$ cat config.mk
export PLATFORM = sky130hd
export DESIGN_NAME = mem_access
export DESIGN_NICKNAME = d
export VERILOG_FILES = /design/src/rtl/mem_access.sv
export SDC_FILE = /design/constraint.sdc
export NUM_CORES = 1
export LEC_CHECK = 0
export ABC_CLOCK_PERIOD_IN_PS = 4040
export CORE_ASPECT_RATIO = 0.7
export CORE_UTILIZATION = 48
export DETAILED_ROUTE_END_ITERATION = 10
export HOLD_SLACK_MARGIN = 0.05
export PLACE_DENSITY = 0.91
export SETUP_SLACK_MARGIN = 0.2
export SYNTH_ARGS = -nofsm -noshare
export SYNTH_HDL_FRONTEND = slang
export SYNTH_SLANG_ARGS = --single-unit
export TNS_END_PERCENT = 100
$ cat constraint.sdc
create_clock -name clk -period 4.04 [get_ports clk]
set_input_delay 1.01 -clock clk [delete_from_list [all_inputs] [get_ports clk]]
set_output_delay 1.01 -clock clk [all_outputs]
set_load 0.005 [all_outputs]
$ cat src/rtl/mem_access.sv
// Memory-access stage: turns the ALU result into a single-outstanding req/ack
// bus transaction, formats load/store data and pulses completion to writeback.
package mem_access_pkg;
  typedef struct packed {
    logic add;
    logic sub;
    logic lui;
    logic lb;
    logic lh;
    logic lw;
    logic lbu;
    logic lhu;
    logic sb;
    logic sh;
    logic sw;
  } instructions_t;
endpackage

module mem_access
  import mem_access_pkg::*;
#(
  parameter int unsigned TIMEOUT = 255
) (
  input  logic          clk,
  input  logic          rstn,
  input  logic          enabled,
  input  instructions_t instr,
  input  logic [31:0]   alu_result,
  input  logic [31:0]   rs2_v,
  output logic          busy,
  output logic          completed,
  output logic [31:0]   result,
  output logic          error,
  output logic          mem_req,
  output logic          mem_we,
  output logic [31:0]   mem_addr,
  output logic [31:0]   mem_wdata,
  output logic [3:0]    mem_wstrb,
  input  logic          mem_ack,
  input  logic [31:0]   mem_rdata,
  output logic [1:0]    dbg_state
);

  localparam int unsigned CW = (TIMEOUT > 0) ? $clog2(TIMEOUT + 1) : 1;

  typedef enum logic [1:0] {
    S_IDLE = 2'd0,
    S_REQ  = 2'd1,
    S_DONE = 2'd2
  } state_t;

  state_t      r_state;
  state_t      w_next;
  logic [CW-1:0] r_cnt;
  logic [4:0]  r_ld;        // {lb, lh, lw, lbu, lhu} of the accepted op
  logic [1:0]  r_off;
  logic        r_we;
  logic        r_err;
  logic [31:0] r_result;
  logic [31:0] r_addr;
  logic [31:0] r_wdata;
  logic [3:0]  r_wstrb;

  logic        w_is_load;
  logic        w_is_store;
  logic        w_misaligned;
  logic        w_timeout;
  logic [31:0] w_wdata;
  logic [3:0]  w_wstrb;
  logic [7:0]  w_byte;
  logic [15:0] w_half;
  logic [31:0] w_load_data;
  logic        w_unused;

  assign w_unused   = ^{instr.add, instr.sub, instr.lui};
  assign w_is_load  = instr.lb | instr.lh | instr.lw | instr.lbu | instr.lhu;
  assign w_is_store = instr.sb | instr.sh | instr.sw;
  assign w_misaligned = ((instr.lh | instr.lhu | instr.sh) & alu_result[0]) |
                        ((instr.lw | instr.sw) & (|alu_result[1:0]));
  // Fires on the TIMEOUT-th REQ cycle; an ack in that same cycle takes priority.
  assign w_timeout = (TIMEOUT != 0) && (r_cnt == CW'(TIMEOUT - 1));

  always_comb begin
    w_wdata = 32'd0;
    w_wstrb = 4'd0;
    if (instr.sb) begin
      w_wdata = {4{rs2_v[7:0]}};
      w_wstrb = 4'b0001 << alu_result[1:0];
    end else if (instr.sh) begin
      w_wdata = {2{rs2_v[15:0]}};
      w_wstrb = 4'b0011 << alu_result[1:0];
    end else if (instr.sw) begin
      w_wdata = rs2_v;
      w_wstrb = 4'b1111;
    end
  end

  assign w_byte = mem_rdata[8*r_off +: 8];
  assign w_half = r_off[1] ? mem_rdata[31:16] : mem_rdata[15:0];

  always_comb begin
    w_load_data = 32'd0;
    case (1'b1)
      r_ld[4]: w_load_data = {{24{w_byte[7]}}, w_byte};
      r_ld[3]: w_load_data = {{16{w_half[15]}}, w_half};
      r_ld[2]: w_load_data = mem_rdata;
      r_ld[1]: w_load_data = {24'd0, w_byte};
      r_ld[0]: w_load_data = {16'd0, w_half};
      default: w_load_data = 32'd0;
    endcase
  end

  always_ff @(posedge clk) begin
    if (rstn) r_state <= S_IDLE;
    else      r_state <= w_next;
  end

  always_comb begin
    w_next = r_state;
    case (r_state)
      S_IDLE: if (enabled) begin
        if ((w_is_load | w_is_store) && !w_misaligned) w_next = S_REQ;
        else                                           w_next = S_DONE;
      end
      S_REQ:  if (mem_ack || w_timeout) w_next = S_DONE;
      S_DONE: w_next = S_IDLE;
      default: w_next = S_IDLE;
    endcase
  end

  always_comb begin
    busy      = (r_state != S_IDLE);
    completed = (r_state == S_DONE);
    error     = completed & r_err;
    mem_req   = (r_state == S_REQ);
    mem_we    = mem_req & r_we;
    mem_addr  = r_addr;
    mem_wdata = r_wdata;
    mem_wstrb = r_wstrb;
    result    = r_result;
    dbg_state = r_state;
  end

  always_ff @(posedge clk) begin
    if (rstn) begin
      r_cnt    <= '0;
      r_ld     <= '0;
      r_off    <= '0;
      r_we     <= 1'b0;
      r_err    <= 1'b0;
      r_result <= '0;
      r_addr   <= '0;
      r_wdata  <= '0;
      r_wstrb  <= '0;
    end else begin
      case (r_state)
        S_IDLE: if (enabled) begin
          r_cnt <= '0;
          if (!(w_is_load | w_is_store)) begin
            r_result <= alu_result;
            r_err    <= 1'b0;
          end else if (w_misaligned) begin
            r_result <= '0;
            r_err    <= 1'b1;
          end else begin
            // Bus-facing registers only move when a transaction is launched.
            r_ld    <= {instr.lb, instr.lh, instr.lw, instr.lbu, instr.lhu};
            r_off   <= alu_result[1:0];
            r_we    <= w_is_store;
            r_addr  <= {alu_result[31:2], 2'b00};
            r_wdata <= w_wdata;
            r_wstrb <= w_wstrb;
          end
        end
        S_REQ: begin
          if (mem_ack) begin
            r_result <= w_load_data;
            r_err    <= 1'b0;
          end else if (w_timeout) begin
            r_result <= '0;
            r_err    <= 1'b1;
          end else begin
            r_cnt <= r_cnt + 1'b1;
          end
        end
        default: ;
      endcase
    end
  end

endmodule

Word-level counts from Yosys, hierarchy flattened
Index checks and enable logic that the tools add are counted.
{"block": "word_totals", "register_bits": 117, "in_bits": 111, "elab_cells": 82}
{"block": "classes", "add_sub_neg": 1, "eq_ne": 9, "shift": 3, "muxes": 32, "bitwise_logic": 16, "n_reduce_logical": 11}
{"cell": "$mux 32", "n": 11}
{"cell": "$pmux 32 s2", "n": 1}
{"cell": "$mux 16", "n": 3}
{"cell": "$shiftx 32x6->8", "n": 1}
{"cell": "$mux 8", "n": 3}
{"cell": "$pmux 8 s2", "n": 1}
{"cell": "$mux 4", "n": 3}
{"cell": "$reduce_and 4->1", "n": 3}
{"cell": "$or 1x1->1", "n": 11}
{"cell": "$add 8x1->8 const B", "n": 1}
{"cell": "$eq 8x8->1 const B", "n": 1}
{"cell": "$mux 2", "n": 3}
{"cell": "$ne 2x2->1 const B", "n": 3}
{"cell": "$mux 1", "n": 5}
{"cell": "$and 1x1->1", "n": 4}
{"cell": "$pmux 2 s2", "n": 1}
{"cell": "$reduce_bool 2->1", "n": 2}
{"cell": "$shl 1x2->4 const A", "n": 1}
{"cell": "$shl 2x2->4 const A", "n": 1}
{"cell": "$ne 3x1->1 const B", "n": 1}
{"cell": "$ne 3x3->1 const B", "n": 1}
{"cell": "$eq 2x1->1 const B", "n": 1}
{"cell": "$eq 2x2->1 const B", "n": 1}
{"cell": "$logic_not 2->1", "n": 1}
{"cell": "8 further kinds", "n": 8}

Depth between registers and ports, before layout
Gate-level depths: netlist of run 1.
{"block": "logic_depth", "word_depth": 9, "mapped_depth": 8, "depth_no_buf": 7}

Least setup slack after synthesis of run 1
Ideal clock, no wire load.
{"block": "synth_path", "path_type": "input to register", "from": "in instr[1] (netlist bit)", "to": "reg r_result[28], in the netlist result[28]", "setup_time_ns": 0.133, "arrival_ns": 2.321, "required_time_ns": 3.907, "setup_slack_ns": 1.585, "cell_stages": 7, "n_path_buf": 2, "path_cell_list": "buf_2 nor3_1 o221a_2 a211o_1 buf_2 a211oi_1 nor3_1"}
{"block": "synth_via", "elab_chain_cells": 6, "word_cells_on_any_way": 11, "classes_between": "eq/ne (1); mux (3); bitwise (6); reduce/logical (1)"}
{"item": "start, declared", "line_no": "27", "source": "input instructions_t instr,"}
{"item": "$or 1x1->1 (2 in series)", "line_no": "77", "source": "assign w_is_store = instr.sb | instr.sh | instr.sw;"}
{"item": "$or 1x1->1", "line_no": "159", "source": "if (!(w_is_load | w_is_store)) begin"}
{"item": "$mux 32", "line_no": "159"}
{"item": "$mux 32", "line_no": "157", "source": "S_IDLE: if (enabled) begin"}
{"item": "$pmux 32 s2", "line_no": "156", "source": "case (r_state)"}
{"item": "end signal, assigned", "line_no": "160", "source": "r_result <= alu_result;"}
{"item": "end signal, assigned", "line_no": "177", "source": "r_result <= w_load_data;"}
{"item": "end, declared", "line_no": "59", "source": "logic [31:0] r_result;"}
Several ways; a longest one is shown, not always the timed one. The select of a mux whose other input is x is not followed.
A chain may end at the register's enable or synchronous reset.

Worst setup path after layout of run 1
{"block": "layout_path", "from": "in alu_result[0]", "to": "reg r_err"}
{"block": "layout_via", "elab_chain_cells": 5, "word_cells_on_any_way": 6, "classes_between": "eq/ne (1); bitwise (3); reduce/logical (2)"}
{"item": "start, declared", "line_no": "28", "source": "input logic [31:0] alu_result,"}
{"item": "$reduce_or 2->1", "line_no": "79", "source": "((instr.lw | instr.sw) & (|alu_result[1:0]));"}
{"item": "$and 1x1->1", "line_no": "79"}
{"item": "$or 1x1->1 *", "line_no": "78", "source": "assign w_misaligned = ((instr.lh | instr.lhu | instr.sh) & alu_result[0]) |"}
{"item": "$ne 3x3->1 (no source line) *"}
{"item": "$reduce_and 4->1 (no source line) *"}
{"item": "end signal, assigned", "line_no": "150", "source": "r_err <= 1'b0;"}
{"item": "end signal, assigned", "line_no": "161", "source": "r_err <= 1'b0;"}
{"item": "end signal, assigned", "line_no": "164", "source": "r_err <= 1'b1;"}
{"item": "end, declared", "line_no": "58", "source": "logic r_err;"}
Every way passes the cells marked *; elsewhere a longest branch is shown, timed or not.

==> results of run 1 <==
## power groups by stage
| stage | clock [W] | combinational, W | sequential [W] |
|---|---|---|---|
| final | 0.00150 | 0.000571 | 0.00126 |
| after CTS | 0.00152 | 0.000567 | 0.00126 |
| after global placement | 0 | 0.000554 | 0.00128 |
| after floorplan | 0 | 0.000260 | 0.00128 |
| after detailed placement | 0 | 0.000562 | 0.00128 |
| after global routing | 0.00159 | 0.000616 | 0.00126 |
## per-layer routing
metal  track usage [%]  vias up
li1                  -     3017
met1              41.5     3003
met2              46.0      280
met3              10.0       27
met4              9.18        0
met5                 0        -
## kinds of logic after synthesis
family | Yosys count | synth area share [%]
compound gates | 212 | 24.4
mux | 23 | 5.13
xor+xnor | 7 | 1.04
flops | 117 | 39.7
simple gates | 303 | 22.3
other cells | 1 | 0.0636
fa+ha+maj | 6 | 1.27
buf+inv | 75 | 6.11
## per-stage QoR
step	power, W	utilization, %	cells	hold slack, ns
finish	0.00333	72.9	1097	0.454
global route	0.00347	72.9	1097	0.470
CTS	0.00334	72.9	1097	0.453
detailed placement	0.00184	67.9	1065	0.447
global placement	0.00183	67.9	1065	0.438
floorplan	0.00154	-	745	0.427
## synthesized netlist by cell type (all sizes together), types with 2 or more instances
master	number
a311oi	20
nand3	19
a22o	4
or3	2
nor3b	3
nand2b	6
dfxtp	117
nor2	72
mux2	8
xnor2	7
and2	3
o21ai	22
a21oi	85
clkbuf	26
nor3	21
a22oi	8
a221oi	12
nor2b	6
a211oi	33
a32oi	3
ha	6
inv	10
nand4	2
a2bb2oi	8
or2	2
a2111oi	4
nand2	158
o211a	2
mux2i	10
nor4b	4
mux4	5
buf	39
o22ai	3
## worst reg2reg max path, cell delays in order (launching register included)
cell and delay [ns]:
dfxtp_1 0.66, nor2b_2 0.26, buf_4 0.26, o31a_1 0.39, a221o_1 0.43, a221oi_2 0.25
nor3_1 0.08
## cell type report
| class | instances | area share [%] |
|---|---|---|
| Inverter | 10 | 0.434 |
| Clock buffer | 19 | 5.01 |
| Tap cell | 157 | 2.27 |
| Timing Repair Buffer | 228 | 26.2 |
| Multi-Input combinational cell | 553 | 37.1 |
| Clock inverter | 13 | 1.82 |
| Sequential cell | 117 | 27.1 |
## state kept, by name (all words and copies together) (netlist names)
signal / count
mem_wdata: 32
r_err: 1
mem_wstrb: 4
r_cnt: 8
result: 32
r_we: 1
r_off: 2
dbg_state: 2
mem_addr: 30
r_ld: 5
## cell usage in the layout, fill, tap and decap left out, types with 3 or more instances in the layout
cell type | synthesis | routed
mux2i_1 | 10 | 10
clkbuf_16 | 0 | 17
nor2b_1 | 5 | 4
a22oi_1 | 8 | 8
and2_1 | 3 | 3
o21ai_0 | 21 | 21
dfxtp_1 | 117 | 117
mux4_2 | 5 | 5
nand2b_1 | 6 | 6
nand2_1 | 158 | 158
ha_1 | 6 | 6
nand3_1 | 18 | 17
clkinv_4 | 0 | 3
mux2_2 | 8 | 8
a22o_1 | 4 | 4
clkdlybuf4s50_1 | 0 | 211
nor4b_1 | 4 | 4
a21oi_1 | 85 | 85
xnor2_1 | 7 | 7
inv_1 | 10 | 10
nor2_1 | 70 | 70
a2111oi_0 | 4 | 4
nor3_1 | 21 | 21
a32oi_1 | 3 | 3
buf_4 | 9 | 15
a211oi_2 | 4 | 4
a311oi_1 | 20 | 20
bufinv_16 | 0 | 3
a2bb2oi_1 | 8 | 8
clkinv_2 | 0 | 5
a211oi_1 | 28 | 28
o22ai_1 | 3 | 3
nor3b_1 | 3 | 3
a221oi_1 | 11 | 11
## how the worst max path moves through the flow
stage                             start          to  slack (ns)  cells after the start
after floorplan                instr[1]  result[28]        1.59                      7
after global placement    alu_result[0]       r_err        0.49                      7
after detailed placement  alu_result[0]       r_err        0.45                      7
after CTS                 alu_result[0]       r_err        0.87                      7
after global routing      alu_result[0]       r_err        0.71                      7
final                     alu_result[0]       r_err        0.83                      7
==> results.md, run 1 <==
* Status: complete, no violations
* Hold worst-path end: mem_addr[6]
* Critical path data arrival time at 3.54 ns
* Fin crit period at 3.21 ns
* Clock power frac at 45.1%
* Pre-CTS WS at 0.447 ns
* Placed cell areas at 8050 sq um
* Share of the synthesized area in the top cell type at 39.7%
* PortBufs at 212
* CTS tree: yes
* Met2 WL post-DR at 8.59 mm
* Cells after synthesis at 744
* Sum of negative setup slack at 0 ns
* P_int at 0.00249 W
* CP endpoint kind: flop
* Yosys cell types at 58
* Sw power at 0.000845 W
* Worst R2R Start: r_ld[3]
* FFs w/ async S/R, synth at 0%
* Worst setup slack after layout at 0.826 ns
* Max Clock Freq at 311 MHz
* # DRC at 0
* WL final at 19.6 mm
* Max incr delay on CP at 0.65 ns
* FF-to-FF End: result[7]
* H-tree lvl count at 4
* Number of antenna violations at the first check in global routing at 0
* Io pins at 218
* Synth Flop Type: dfxtp_1
* Initial Util at 49.8%
* Yosys top cell by area: dfxtp_1
* Die W at 135 um
* EDFF count, synth at 0
* Max_slew headroom at 39.7%
* DR WL/cell at 17.9 um
* Drt via density at 5.77
* GRT overflow at 0
* YS warnings at 0
* Clk_lat worst skew at 0.41 ns
* Comb power frac at 17.1%
* Multi-input logic area at 3210 sq um
* Worst Hold Class: flop to flop
* Pleak at 2.95 nW
* RSZ-0062 raised after global routing: no
* Crit path max-delay family: compound AO/OA/AOI/OAI gates
* Worst vdd ir at 0.303 mV
* Cts repair resizes at 0
* CTS buffer count at 17
* ANT cells at 0
* Max Buffers Root-to-Sink at 2
* Routability Congestion at 0.960
* Period utilization at 79.5%
* Number of global-route vias before repair at 5795
* Worst R2R Setup Slack at 1.57 ns
* Largest net degree at the start of global routing at 67
* Skew final at 0.0104 ns
* Power per Cell Area at 386 nW/um^2
* Seq cells post-synth at 117
* Maxcap violations at 0
* Post-CTS Setup Bufs at 0
* Post-synthesis sequential area ratio at 39.7%
* Register-to-Register Path Depth at 6
* HPWL Detailed at 13.9 mm
* CP bufs+invs at 2
* Num rows at 33
* Fillers at 890
* Area contributors post-synth: dfxtp_1 40%, nand2_1 10%, a21oi_1 7.2%
* Crit path required time at 4.37 ns
* Die height at 94.8 um
* Crit path kind: input pin to flop
* Sw Share at 25.4%
* Min-delay src: mem_addr[6]
* Sequential cell area at 2340 sq um
* CP cell instances: clkdlybuf4s50_1 -> inv_1 -> ha_1 -> o221a_2 -> a211o_1 -> or3_1 -> a21oi_1
* Tot GR Track Use at 30.6%
* Final hold violations at 0
* Core area at 11900 sq um
* Measured slew at the worst slew-check pin at 0.904 ns
* Nets at 1044
* Worst hold path depth at 2
* Layout area overhead at 46.5%
* First-pass iteration count of the detailed router at 5
* Seq pwr share at 37.7%
* Clock-pin transition on the worst setup and hold timing paths at 0.05 ns
* Post-route cell area at 8640 sq um
* Setup violations, final at 0
* Mapped cell area at 5900 sq um
* First-pass GRT wire length at 30.2 mm
* Num Clock Sinks at 117
* Hold-fix buffer count after cts at 0
* Final Slew Violations at 0
* Layout cells sized above 1 at 8.30%
* Initial DRC Count at 478
* Met3 WL at 1.96 mm
* Slowest cell on the critical path: a211o_1
* Crit-path max FO at 24
* Die Area at 12700 sq um
* Syn avg cell area at 7.93 sq um
* DR vias at 6327
* Final ANT Viol Nets at 0
* CP startpoint kind: input pin
* Met1 WL at 8.79 mm
* Top routing layer in use: met4
* Clk root buf: clkbuf_16
Note: power is estimated with default switching activity, not from simulation.
==> run 2, diff against run 1 <==
--- a/config.mk
+++ b/config.mk
@@ -5,12 +5,12 @@
 export SDC_FILE = /design/constraint.sdc
 export NUM_CORES = 1
 export LEC_CHECK = 0
-export ABC_CLOCK_PERIOD_IN_PS = 4040
+export ABC_CLOCK_PERIOD_IN_PS = 2900
 export CORE_ASPECT_RATIO = 0.7
-export CORE_UTILIZATION = 48
+export CORE_UTILIZATION = 41
 export DETAILED_ROUTE_END_ITERATION = 10
 export HOLD_SLACK_MARGIN = 0.05
-export PLACE_DENSITY = 0.91
+export PLACE_DENSITY = 0.83
 export SETUP_SLACK_MARGIN = 0.2
 export SYNTH_ARGS = -nofsm -noshare
 export SYNTH_HDL_FRONTEND = slang
==> constraint.sdc (replaced) <==
create_clock -name clk -period 2.9 [get_ports clk]
set_input_delay 0.725 -clock clk [delete_from_list [all_inputs] [get_ports clk]]
set_output_delay 0.725 -clock clk [all_outputs]
set_load 0.005 [all_outputs]
==> results.md, run 2 (synthesized netlist as in run 1, its figures left out) <==
* Hold-fix buffer count after cts at 0 (unchanged)
* Tot GR Track Use at 27.0% (-3.5 points)
* Fin crit period at 2.57 ns
* RSZ-0062 raised after global routing: no
* Measured slew at the worst slew-check pin at 0.682 ns (-0.222 ns)
* Fillers at 1209 (+36%)
* Pleak at 2.98 nW (+1.2%)
* Sum of negative setup slack at 0 ns (unchanged)
* CP startpoint kind: flop
* Critical path data arrival time at 1.84 ns (-1.70 ns)
* CTS tree: yes
* Core area at 14000 sq um (+18%)
* Skew final at 0.00880 ns (-0.00157 ns)
* Period utilization at 88.6%
* Final Slew Violations at 0 (unchanged)
* Max_slew headroom at 54.5% (+15 points)
* Die Area at 14900 sq um (+17%)
* Maxcap violations at 0 (unchanged)
* Num Clock Sinks at 117 (unchanged)
* Worst Hold Class: flop to flop
* Initial Util at 42.2% (-7.5 points)
* Status: complete, no violations
* Clk root buf: clkbuf_16
* Post-CTS Setup Bufs at 0 (unchanged)
* Drt via density at 5.59 (-3.0%)
* Largest net degree at the start of global routing at 58 (-13%)
* Commonest non-fill, non-tap cell in the layout: clkdlybuf4s50_1
* Io pins at 218 (unchanged)
* Nets at 1054 (+0.96%)
* Met1 WL at 9.60 mm (+9.2%)
* Initial DRC Count at 433 (-9.4%)
* Met3 WL at 1.77 mm (-9.4%)
* WL final at 20.3 mm (+3.5%)
* GRT overflow at 0 (unchanged)
* Die W at 145 um (+8.1%)
* CTS buffer count at 17 (unchanged)
* Hold slack at 0.452 ns (-0.00231 ns)
* PortBufs at 212 (unchanged)
* Crit path kind: flop to output port
* ANT cells at 0 (unchanged)
* First-pass iteration count of the detailed router at 5 (unchanged)
* Layout cells sized above 1 at 9.37% (+1.1 points)
* Num rows at 36 (+9.1%)
* Worst vdd ir at 0.328 mV (+8.1%)
* Clock-pin transition on the worst setup and hold timing paths at 0.06 ns (about the same)
* Crit-path max FO at 8 (-67%)
* Commonest non-fill, non-tap cells in the layout: 211 x clkdlybuf4s50_1, 158 x nand2_1, 117 x dfxtp_1
* Max Clock Freq at 389 MHz
* Power per Cell Area at 515 nW/um^2 (+33%)
* H-tree lvl count at 4 (unchanged)
* Die height at 102 um (+8.0%)
* Layout area overhead at 48.5%
* # DRC at 0 (unchanged)
* Number of global-route vias before repair at 5684 (-1.9%)
* Final ANT Viol Nets at 0 (unchanged)
* Clk_lat worst skew at 0.41 ns (about the same)
* CP endpoint kind: output port
* Final hold violations at 0 (unchanged)
* DR WL/cell at 17.8 um (-0.37%)
* Max Buffers Root-to-Sink at 2 (unchanged)
* Number of antenna violations at the first check in global routing at 0 (unchanged)
* Crit path required time at 2.17 ns (-2.20 ns)
* Routability Congestion at 0.909 (-5.4%)
* DR vias at 6376 (+0.77%)
* Setup violations, final at 0 (unchanged)
* Cts repair resizes at 0 (unchanged)
* First-pass GRT wire length at 31.3 mm (+3.8%)
* Met2 WL post-DR at 8.74 mm (+1.7%)
* Top routing layer in use: met4
* HPWL Detailed at 14.4 mm (+4.0%)
-- run 2: final timing paths --
| path | startpoint | end | slack (ns) | cells past startpoint |
|---|---|---|---|---|
| setup / recovery | dbg_state[0] | mem_we | 0.33 | 3 |
| hold / removal | mem_wdata[3] | mem_wdata[3] | 0.45 | 2 |
| setup reg to reg | r_off[1] | result[21] | 0.60 | 7 |
| hold reg to reg | mem_wdata[3] | mem_wdata[3] | 0.45 | 2 |
-- run 2: layout make-up --
cell class	instances	area (sq um)	area share, %
tap	190	238	2.71
clock buffer	18	439	5.01
multi-input combinational	553	3210	36.6
clock inverter	14	106	1.21
inverter	10	37.5	0.429
sequential	117	2340	26.7
timing repair buffer	238	2390	27.3
-- run 2: report_power, final --
| group | internal (W) | switching [W] | leakage (nW) | total [W] |
|---|---|---|---|---|
| sequential | 0.00169 | 0.0000581 | 0.953 | 0.00175 |
| combinational | 0.000439 | 0.000380 | 1.77 | 0.000819 |
| clock | 0.00112 | 0.000819 | 0.259 | 0.00194 |
-- run 2: worst max-delay path: stages (launching register included) --
cell and delay (ns):
dfxtp_1 0.47, nor2b_2 0.31, and2_1 0.16, clkdlybuf4s50_1 0.49
-- run 2: per-layer routing --
| layer | vias up | global-route usage [%] |
|---|---|---|
| met5 | - | 0 |
| met2 | 277 | 38.4 |
| met3 | 22 | 8.48 |
| met1 | 3041 | 39.2 |
| met4 | 0 | 6.96 |
| li1 | 3036 | - |
-- run 2: per-stage QoR --
stage	instance area [sq um]	total power [W]	cells	util [%]	setup WS, ns
detailed placement	8210	0.00260	1108	58.8	0.00761
global route	8760	0.00470	1140	62.7	0.267
CTS	8760	0.00453	1140	62.7	0.337
global placement	8210	0.00258	1108	58.8	0.0852
finish	8760	0.00451	1140	62.7	0.331
floorplan	5900	0.00214	745	-	0.730
==> run 3, diff against run 2 <==
--- a/config.mk
+++ b/config.mk
@@ -9,6 +9,7 @@
 export CORE_ASPECT_RATIO = 0.7
 export CORE_UTILIZATION = 41
 export DETAILED_ROUTE_END_ITERATION = 10
+export GPL_TIMING_DRIVEN = 0
 export HOLD_SLACK_MARGIN = 0.05
 export PLACE_DENSITY = 0.83
 export SETUP_SLACK_MARGIN = 0.2
==> results.md, run 3 (synthesized netlist as in run 1, its figures left out) <==
* Number of antenna violations at the first check in global routing at 1 (+1)
* Final Slew Violations at 0 (unchanged)
* # DRC at 0 (unchanged)
* Power per Cell Area at 548 nW/um^2 (+6.4%)
* Status: complete, no violations
* Final Util at 63.4% (+0.71 points)
* Max_slew headroom at 57.2% (+2.8 points)
* WL final at 22.1 mm (+9.0%)
* H-tree lvl count at 4 (unchanged)
* Number of global-route vias before repair at 5979 (+5.2%)
* Crit path kind: flop to output port
* Die Area at 14900 sq um (unchanged)
* Setup violations, final at 0 (unchanged)
* Max Buffers Root-to-Sink at 2 (unchanged)
* Routability Congestion at 0.927 (+2.0%)
* First-pass iteration count of the detailed router at 5 (unchanged)
* Placed cell areas at 8230 sq um (+0.23%)
* Layout area overhead at 50.2%
* Total power at 0.00485 W (+7.6%)
* PortBufs at 209 (-1.4%)
* Core area at 14000 sq um (unchanged)
* Layout cells sized above 1 at 9.43% (+0.064 points)
* Die height at 102 um (unchanged)
* Initial DRC Count at 498 (+15%)
* HPWL Detailed at 16.8 mm (+16%)
* Num rows at 36 (unchanged)
* Hold-fix buffer count after cts at 0 (unchanged)
* Maxcap violations at 0 (unchanged)
* Clock-pin transition on the worst setup and hold timing paths at 0.05 ns (about the same)
* CTS buffer count at 17 (unchanged)
* Crit-path max FO at 8 (unchanged)
* Worst Hold Class: flop to flop
* Skew final at 0.0109 ns (+0.00206 ns)
* Commonest non-fill, non-tap cells in the layout: 207 x clkdlybuf4s50_1, 158 x nand2_1, 117 x dfxtp_1
* Crit path required time at 2.17 ns (about the same)
* CP endpoint kind: output port
* Worst setup slack after layout at 0.320 ns (-0.0101 ns)
* Worst vdd ir at 0.410 mV (+25%)
* Period utilization at 88.9% (+0.35 points)
* Worst hold path depth at 2 (unchanged)
* Max Clock Freq at 388 MHz (-0.39%)
* Register-to-Register Path Depth at 6 (-1)
* First-pass GRT wire length at 33.4 mm (+6.5%)
* Tot GR Track Use at 29.4% (+2.3 points)
* Measured slew at the worst slew-check pin at 0.641 ns (-0.0407 ns)
* Post-route cell area at 8860 sq um (+1.1%)
* Pre-CTS WS at -0.300 ns (-0.308 ns)
* Pleak at 3.06 nW (+2.5%)
* GRT overflow at 0 (unchanged)
* Initial Util at 42.2% (unchanged)
* Commonest non-fill, non-tap cell in the layout: clkdlybuf4s50_1
* Io pins at 218 (unchanged)
* CTS tree: yes
* Largest net degree at the start of global routing at 17 (-71%)
* Clk root buf: clkbuf_16
* DR vias at 6578 (+3.2%)
* Critical path data arrival time at 1.85 ns (about the same)
* CP startpoint kind: flop
* Final ANT Viol Nets at 0 (unchanged)
* Num Clock Sinks at 117 (unchanged)
* Fin crit period at 2.58 ns (+0.0101 ns)
* RSZ-0062 raised after global routing: no
* Clk_lat worst skew at 0.42 ns (about the same)
* Nets at 1090 (+3.4%)
* DR WL/cell at 18.8 um (+5.6%)
* Die W at 145 um (unchanged)
* Post-CTS Setup Bufs at 0 (unchanged)
* Drt via density at 5.59 (about the same)
* Final hold violations at 0 (unchanged)
==> run 3: cell types whose count changed in the layout (fill, tap and decap cells not counted), sizes merged <==
cell | before | now
clkbuf | 18 | 46
buf | 27 | 39
bufinv | 0 | 4
clkdlybuf4s50 | 211 | 207
clkinv | 8 | 5
dlygate4sd2 | 0 | 2
inv | 12 | 10
clkinvlp | 4 | 3
diode | 0 | 1
==> run 3: where the power goes <==
part / internal (W) / switching (W)
combinational: 0.000433 / 0.000412
sequential: 0.00170 / 0.0000507
clock: 0.00146 / 0.000801
total: 0.00359 / 0.00126
==> run 3: worst max-delay path, cell delays in order, from the launching register on <==
cell             delay [ns]
dfxtp_1                0.48
nor2b_2                0.31
and2_1                 0.16
clkdlybuf4s50_1        0.50
==> run 3: cell type report <==
class | instances | area (sq um)
fillers | 1215 | 5100
multi-input cells | 553 | 3200
flip-flops and latches | 117 | 2340
repair buffers | 209 | 2090
clock buffers | 20 | 447
plain buffers | 65 | 323
well taps | 190 | 238
clock inverters | 12 | 179
inverters | 10 | 37.5
diodes | 1 | 2.50
==> run 3: worst paths after layout <==
check	slack (ns)	to	startpoint
min	0.45	mem_wdata[1]	mem_wdata[1]
max	0.32	mem_we	dbg_state[0]
max reg2reg	0.75	result[1]	dbg_state[0]
min reg2reg	0.45	mem_wdata[1]	mem_wdata[1]
==> run 3: metrics by stage <==
stage | hold slack (ns) | instances | setup TNS, ns
2_1_floorplan | 0.427 | 745 | 0
3_3_place_gp | 0.439 | 1144 | -11.62
3_5_place_dp | 0.443 | 1144 | -15.75
4_1_cts | 0.450 | 1176 | 0
5_1_grt | 0.469 | 1177 | 0
6_report | 0.451 | 1177 | 0
==> run 3: repair_timing <==
| item | 4_1_cts | 5_1_grt |
|---|---|---|
| resized for setup | 2 | 0 |
| setup endpoints to repair | 22 | 0 |
| hold endpoints to repair | 0 | 0 |
==> run 3: per-layer routing <==
metal / track usage, % / share of wire, % / wire (um)
met1: 41.0 / 47 / 10400
met2: 41.9 / 41 / 9090
met3: 10.3 / 10 / 2270
met4: 9.72 / 1.6 / 361
met5: 0 / 0 / 0
